`src/rtl/mdu_pkg.sv`:
```
// Shared encodings and default latencies for the multiply/divide issue controller.
// Also holds the small helpers used to decode the E-stage class.
package mdu_pkg;

    typedef enum logic [3:0] {
        CLS_NONE  = 4'd0,
        CLS_MULT  = 4'd1,
        CLS_MULTU = 4'd2,
        CLS_DIV   = 4'd3,
        CLS_DIVU  = 4'd4,
        CLS_MFHI  = 4'd5,
        CLS_MFLO  = 4'd6,
        CLS_MTHI  = 4'd7,
        CLS_MTLO  = 4'd8
    } mdu_class_e;

    typedef enum logic [2:0] {
        OP_MULT  = 3'd0,
        OP_MULTU = 3'd1,
        OP_DIV   = 3'd2,
        OP_DIVU  = 3'd3
    } mdu_op_e;

    typedef enum logic {
        ST_IDLE = 1'b0,
        ST_RUN  = 1'b1
    } mdu_state_e;

    localparam int unsigned MULT_LAT_DEF = 5;
    localparam int unsigned DIV_LAT_DEF  = 10;

    // Classes 9..15 fall through to "not a start class", i.e. behave as NONE.
    function automatic logic is_start_class(input logic [3:0] cls);
        return (cls == CLS_MULT) || (cls == CLS_MULTU) ||
               (cls == CLS_DIV)  || (cls == CLS_DIVU);
    endfunction

    function automatic logic is_mult_class(input logic [3:0] cls);
        return (cls == CLS_MULT) || (cls == CLS_MULTU);
    endfunction

endpackage

```
`src/rtl/mdu_cycle_counter.sv`:
```
// Loadable 4-bit down-counter; o_tc flags the last busy cycle (count == 1).
module mdu_cycle_counter (
    input  logic       clk,
    input  logic       rst_n,
    input  logic       i_load,
    input  logic [3:0] i_load_val,
    input  logic       i_dec,
    output logic [3:0] o_count,
    output logic       o_tc
);

    logic [3:0] r_count;

    always_ff @(posedge clk) begin
        if (!rst_n) begin
            r_count <= 4'd0;
        end else if (i_load) begin
            r_count <= i_load_val;
        end else if (i_dec && (r_count != 4'd0)) begin
            r_count <= r_count - 4'd1;
        end
    end

    assign o_count = r_count;
    assign o_tc    = (r_count == 4'd1);

endmodule

```
`src/rtl/mdu_issue_ctrl.sv`:
```
// Issue/sequencing control for the MDU: start pulse, busy/stall, HI/LO strobes
// and a commit pulse timed by a per-operation latency.
module mdu_issue_ctrl
    import mdu_pkg::*;
#(
    parameter int unsigned MULT_LAT = MULT_LAT_DEF,
    parameter int unsigned DIV_LAT  = DIV_LAT_DEF
) (
    input  logic       clk,
    input  logic       reset,
    input  logic       E_valid,
    input  logic [3:0] E_class,
    input  logic       Req,
    input  logic       D_uses_mdu,
    output logic       mdu_start,
    output logic [2:0] mdu_op,
    output logic       hi_write,
    output logic       lo_write,
    output logic       hi_read,
    output logic       lo_read,
    output logic       busy,
    output logic       stall_D,
    output logic       commit,
    output logic [3:0] cnt,
    output logic       o_dbg_state
);

    mdu_state_e r_state;
    logic       w_idle;
    logic       w_run;
    logic       w_start;
    logic       w_tc;
    logic [3:0] w_cnt;
    logic [3:0] w_load_val;
    logic [2:0] w_op;

    assign w_idle = (r_state == ST_IDLE);
    assign w_run  = (r_state == ST_RUN);

    // Starts and MT writes are only honoured from IDLE with no pending exception.
    assign w_start    = w_idle && E_valid && is_start_class(E_class) && !Req;
    assign w_load_val = is_mult_class(E_class) ? 4'(MULT_LAT) : 4'(DIV_LAT);

    always_comb begin
        w_op = OP_MULT;
        case (E_class)
            CLS_MULTU: w_op = OP_MULTU;
            CLS_DIV:   w_op = OP_DIV;
            CLS_DIVU:  w_op = OP_DIVU;
            default:   w_op = OP_MULT;
        endcase
    end

    mdu_cycle_counter u_counter (
        .clk        (clk),
        .rst_n      (reset),
        .i_load     (w_start),
        .i_load_val (w_load_val),
        .i_dec      (w_run),
        .o_count    (w_cnt),
        .o_tc       (w_tc)
    );

    always_ff @(posedge clk) begin
        if (!reset) begin
            r_state <= ST_IDLE;
        end else begin
            case (r_state)
                ST_IDLE: if (w_start) r_state <= ST_RUN;
                ST_RUN:  if (w_tc)    r_state <= ST_IDLE;
                default:              r_state <= ST_IDLE;
            endcase
        end
    end

    // Every output is forced low while reset is asserted, even before the edge.
    assign mdu_start   = reset && w_start;
    assign mdu_op      = (reset && w_start) ? w_op : 3'd0;
    assign hi_write    = reset && E_valid && (E_class == CLS_MTHI) && w_idle && !Req;
    assign lo_write    = reset && E_valid && (E_class == CLS_MTLO) && w_idle && !Req;
    assign hi_read     = reset && E_valid && (E_class == CLS_MFHI);
    assign lo_read     = reset && E_valid && (E_class == CLS_MFLO);
    assign busy        = reset && (w_run || w_start);
    assign stall_D     = D_uses_mdu && busy;
    assign commit      = reset && w_run && w_tc;
    assign cnt         = reset ? w_cnt : 4'd0;
    assign o_dbg_state = reset && w_run;

endmodule

```
`config.mk`:
```
export PLATFORM = sky130hd
export DESIGN_NAME = mdu_issue_ctrl
export DESIGN_NICKNAME = d
export VERILOG_FILES = /design/src/rtl/mdu_pkg.sv /design/src/rtl/mdu_cycle_counter.sv /design/src/rtl/mdu_issue_ctrl.sv
export SDC_FILE = /design/constraint.sdc
export NUM_CORES = 1
export LEC_CHECK = 0
export BUFFER_PORTS_ARGS = -buffer_cell sky130_fd_sc_hd__buf_2
export CORE_MARGIN = 3
export CORE_UTILIZATION = 35
export DETAILED_ROUTE_END_ITERATION = 8
export GPL_TIMING_DRIVEN = 1
export PLACE_DENSITY = 0.76
export REMOVE_ABC_BUFFERS = 1
export SYNTH_ARGS = -nofsm -noshare
export SYNTH_HDL_FRONTEND = slang
export SYNTH_SLANG_ARGS = --single-unit
```
`constraint.sdc`:
```
create_clock -name clk -period 1.8 [get_ports clk]
set_input_delay 0.45 -clock clk [delete_from_list [all_inputs] [get_ports clk]]
set_output_delay 0.45 -clock clk [all_outputs]
set_load 0.02 [all_outputs]
```
==> impl_metrics.tcl <==
set metrics [dict create \
    tritoncts "yes" \
    vias_per_cell 5.54 \
    dp.final_hpwl_um 1210 \
    cts_buffer_depth 2 \
    fmax_mhz 519 \
    syn_area_per_cell_um2 7.42 \
    wl_per_cell_um 15.8 \
    r2r-start "r_state$_SDFF_PN0_" \
    synth_top_area_share 0.182 \
    wl_um 2080 \
    crit_arrival_ps 1480 \
    dieArea_um2 2080 \
    clkLatencyLatePin_ps 260 \
    postPlaceCellArea_um2 788 \
    fin_util 0.745 \
    max_stage_delay_ps 410 \
    ctsHoldBuffers 0 \
    crit_end "stall_D" \
    cp_cell_sequence "nor2_4, nand3_2, or3_4, a21boi_2, buf_6" \
    cp.depth 5 \
    syn_inst 74 \
    final.min_clock_period_ps 1930 \
    cpLargestDelayFamily "simple AND/OR/NAND/NOR gates" \
    place_inst 124 \
    drt_iter0_drc 13 \
    crit_fanout 4 \
    grt_pass1_vias 668 \
    slew_viol_final 0 \
    cts_buffers 3 \
    violations "setup timing" \
    fin_hold_ws_ps 576 \
    clk_pin_slew_worst_paths_ps 50 \
    layout_setup_ws_ps -127 \
    first_pass_iters 4 \
    portBuffers 23 \
    p_per_area_nw_per_um2 440 \
    r2r_cells 6 \
    synth_seq_area_share 0.182 \
    worst_pin_slew_ps 502 \
    synth_flop_cell "dfxtp_1" \
    drive_gt1_frac 0.607 \
    ys_warn_count 0 \
    relSlewSlack 0.661 \
    critPathBufInv 1 \
    ant_nets 0 \
    worstPathRequired_ps 1350 \
    crit_slowest_cell "or3_4" \
    initial_utilization 0.397 \
    fin_cells 132 \
    cts_root_buf "clkbuf_4" \
    syn_area_um2 549 \
    synth-edff-count 0 \
    diodes 0 \
    fin_nets 129 \
    ys_seq_elements 5 \
    rsz0062_at_grt "true" \
    critPathCaptureType "output port" \
    cp-start-kind "flip-flop" \
    htreeDepth 1 \
    synth.top_cells.by_count "8 x nor2_1, 5 x and2_1, 5 x dfxtp_1, 5 x inv_1, 5 x nor3b_1" \
    setup_total_negative_slack_ps -227 \
    synth_most_common_cell "nor2_1" \
    grt_max_degree 11 \
    leakage_nw 0.465 \
    cts.sinks 5 \
    hp-class "reg2reg" \
    gp_congestion 0.760 \
    grtUsageTotal 0.183 \
    syn_to_final_growth_pct 87.5 \
    maxCapViolCount 0 \
    setup_violations 4 \
    startpoint "r_state$_SDFF_PN0_" \
    overflow 0 \
    vias 731 \
    ys_types 31 \
    rows 13 \
    final_hold_viol_count 0 \
    synthArstFlopShare 0 \
    peakVddDrop_v 0.000370 \
    crit_type "reg2out" \
    io_pins 25 \
    grt_pass1_wl_um 2730 \
    die_x_um 45.6 \
    fp.coreArea_um2 1380 \
    synth_top_cell_by_area "dfxtp_1" \
    period_share 1.07 \
    clock_skew_ps 8.06 \
    drc_errors 0 \
    rr_endpoint "u_counter.o_count[0]$_SDFFE_PN0P_" \
    synthTopCellsByArea "dfxtp_1 18%, nor3b_1 6.8%, and2_1 5.7%, nor2_1 5.5%, o32ai_4 5.0%" \
    die_y_um 45.6 \
    status "finished with violations" \
    stdcell_area_um2 1030 \
    r2r_setup_slack_ps 10 \
    antenna_found_initial 0 \
]
[per-layer routing]
metal | share of wire | up-vias | routed length [um] | track usage
met2 | 0.55 | 22 | 1140 | 0.334
met3 | 0.039 | 7 | 81 | 0.0593
met1 | 0.38 | 349 | 794 | 0.186
li1 | - | 353 | - | -
met4 | 0.033 | 0 | 69 | 0.0760
met5 | 0 | - | 0 | 0
[cells in the final DEF, fill, tap and decap left out, types with 2 or more instances in the layout]
| cell type | synthesis | layout |
|---|---|---|
| a221oi_1 | 2 | 2 |
| and2_1 | 5 | 5 |
| buf_2 | 0 | 10 |
| buf_4 | 1 | 24 |
| buf_6 | 0 | 10 |
| clkbuf_4 | 0 | 3 |
| dfxtp_1 | 5 | 2 |
| dfxtp_2 | 0 | 3 |
| inv_1 | 5 | 4 |
| nand2_1 | 4 | 3 |
| nand3_1 | 3 | 2 |
| nor2_1 | 8 | 6 |
| nor3b_2 | 0 | 3 |
| o21ai_0 | 4 | 3 |
| or2b_1 | 2 | 2 |
| or3_1 | 3 | 2 |
[per-stage QoR]
step / setup WS, ps / total power [W]
after global placement: -201 / 0.000258
after floorplan: -309 / 0.000196
after CTS: -90.6 / 0.000415
after detailed placement: -218 / 0.000262
final: -127 / 0.000453
after global routing: -188 / 0.000473
[final cells by class]
cell class	count	area (um2)
fill	87	353
multi-input combinational	59	519
inverter	5	18.8
clock buffer	4	26.3
timing repair buffer	44	343
tap	15	18.8
sequential	5	104
[worst register-to-register path, delay by kind of cell, from the launching register on]
kind                   cells  cell delay [ps]
AND/OR/NAND/NOR            3              700
buffers and inverters      2              330
flip-flops                 1              330
AO/OA/AOI/OAI              1              360
[registers in the layout (all words and copies together), names as in the netlist]
signal,count
u_counter.o_count,4
r_state,1
[timing repair]
item                       CTS  global route
setup endpoints to repair    6            12
pin swaps                    2            10
hold endpoints to repair     0             0
buffers inserted             2             3
gates resized for setup     15            35
[power by group]
group	switching (W)	leakage (nW)	internal (W)	total [W]
combinational	0.0000887	0.408	0.0000919	0.000181
clock	0.0000584	0.0150	0.0000846	0.000143
sequential	0.0000113	0.0421	0.000118	0.000129
total	0.000158	0.465	0.000294	0.000453
[logic make-up after synthesis]
family	share of synthesized area
and+or+nand+nor	0.435
adders and majority gates	0.0456
xor gates and xnor gates	0.0159
DFF	0.182
other	0.00683
AOI/OAI and AO/OA	0.239
buffers and inverters	0.0752
[worst min path at each step]
stage	from	end	cells after the start	slack, ps
4_1_cts	u_counter.o_count[0]$_SDFFE_PN0P_	u_counter.o_count[0]$_SDFFE_PN0P_	2	570
2_1_floorplan	u_counter.o_count[0]$_SDFFE_PN0P_	u_counter.o_count[0]$_SDFFE_PN0P_	2	500
6_report	u_counter.o_count[0]$_SDFFE_PN0P_	u_counter.o_count[0]$_SDFFE_PN0P_	2	580
3_3_place_gp	u_counter.o_count[0]$_SDFFE_PN0P_	u_counter.o_count[0]$_SDFFE_PN0P_	2	520
5_1_grt	u_counter.o_count[0]$_SDFFE_PN0P_	u_counter.o_count[0]$_SDFFE_PN0P_	2	590
3_5_place_dp	u_counter.o_count[2]$_SDFFE_PN0P_	u_counter.o_count[2]$_SDFFE_PN0P_	2	550
Power figures use the tool's default switching activity.
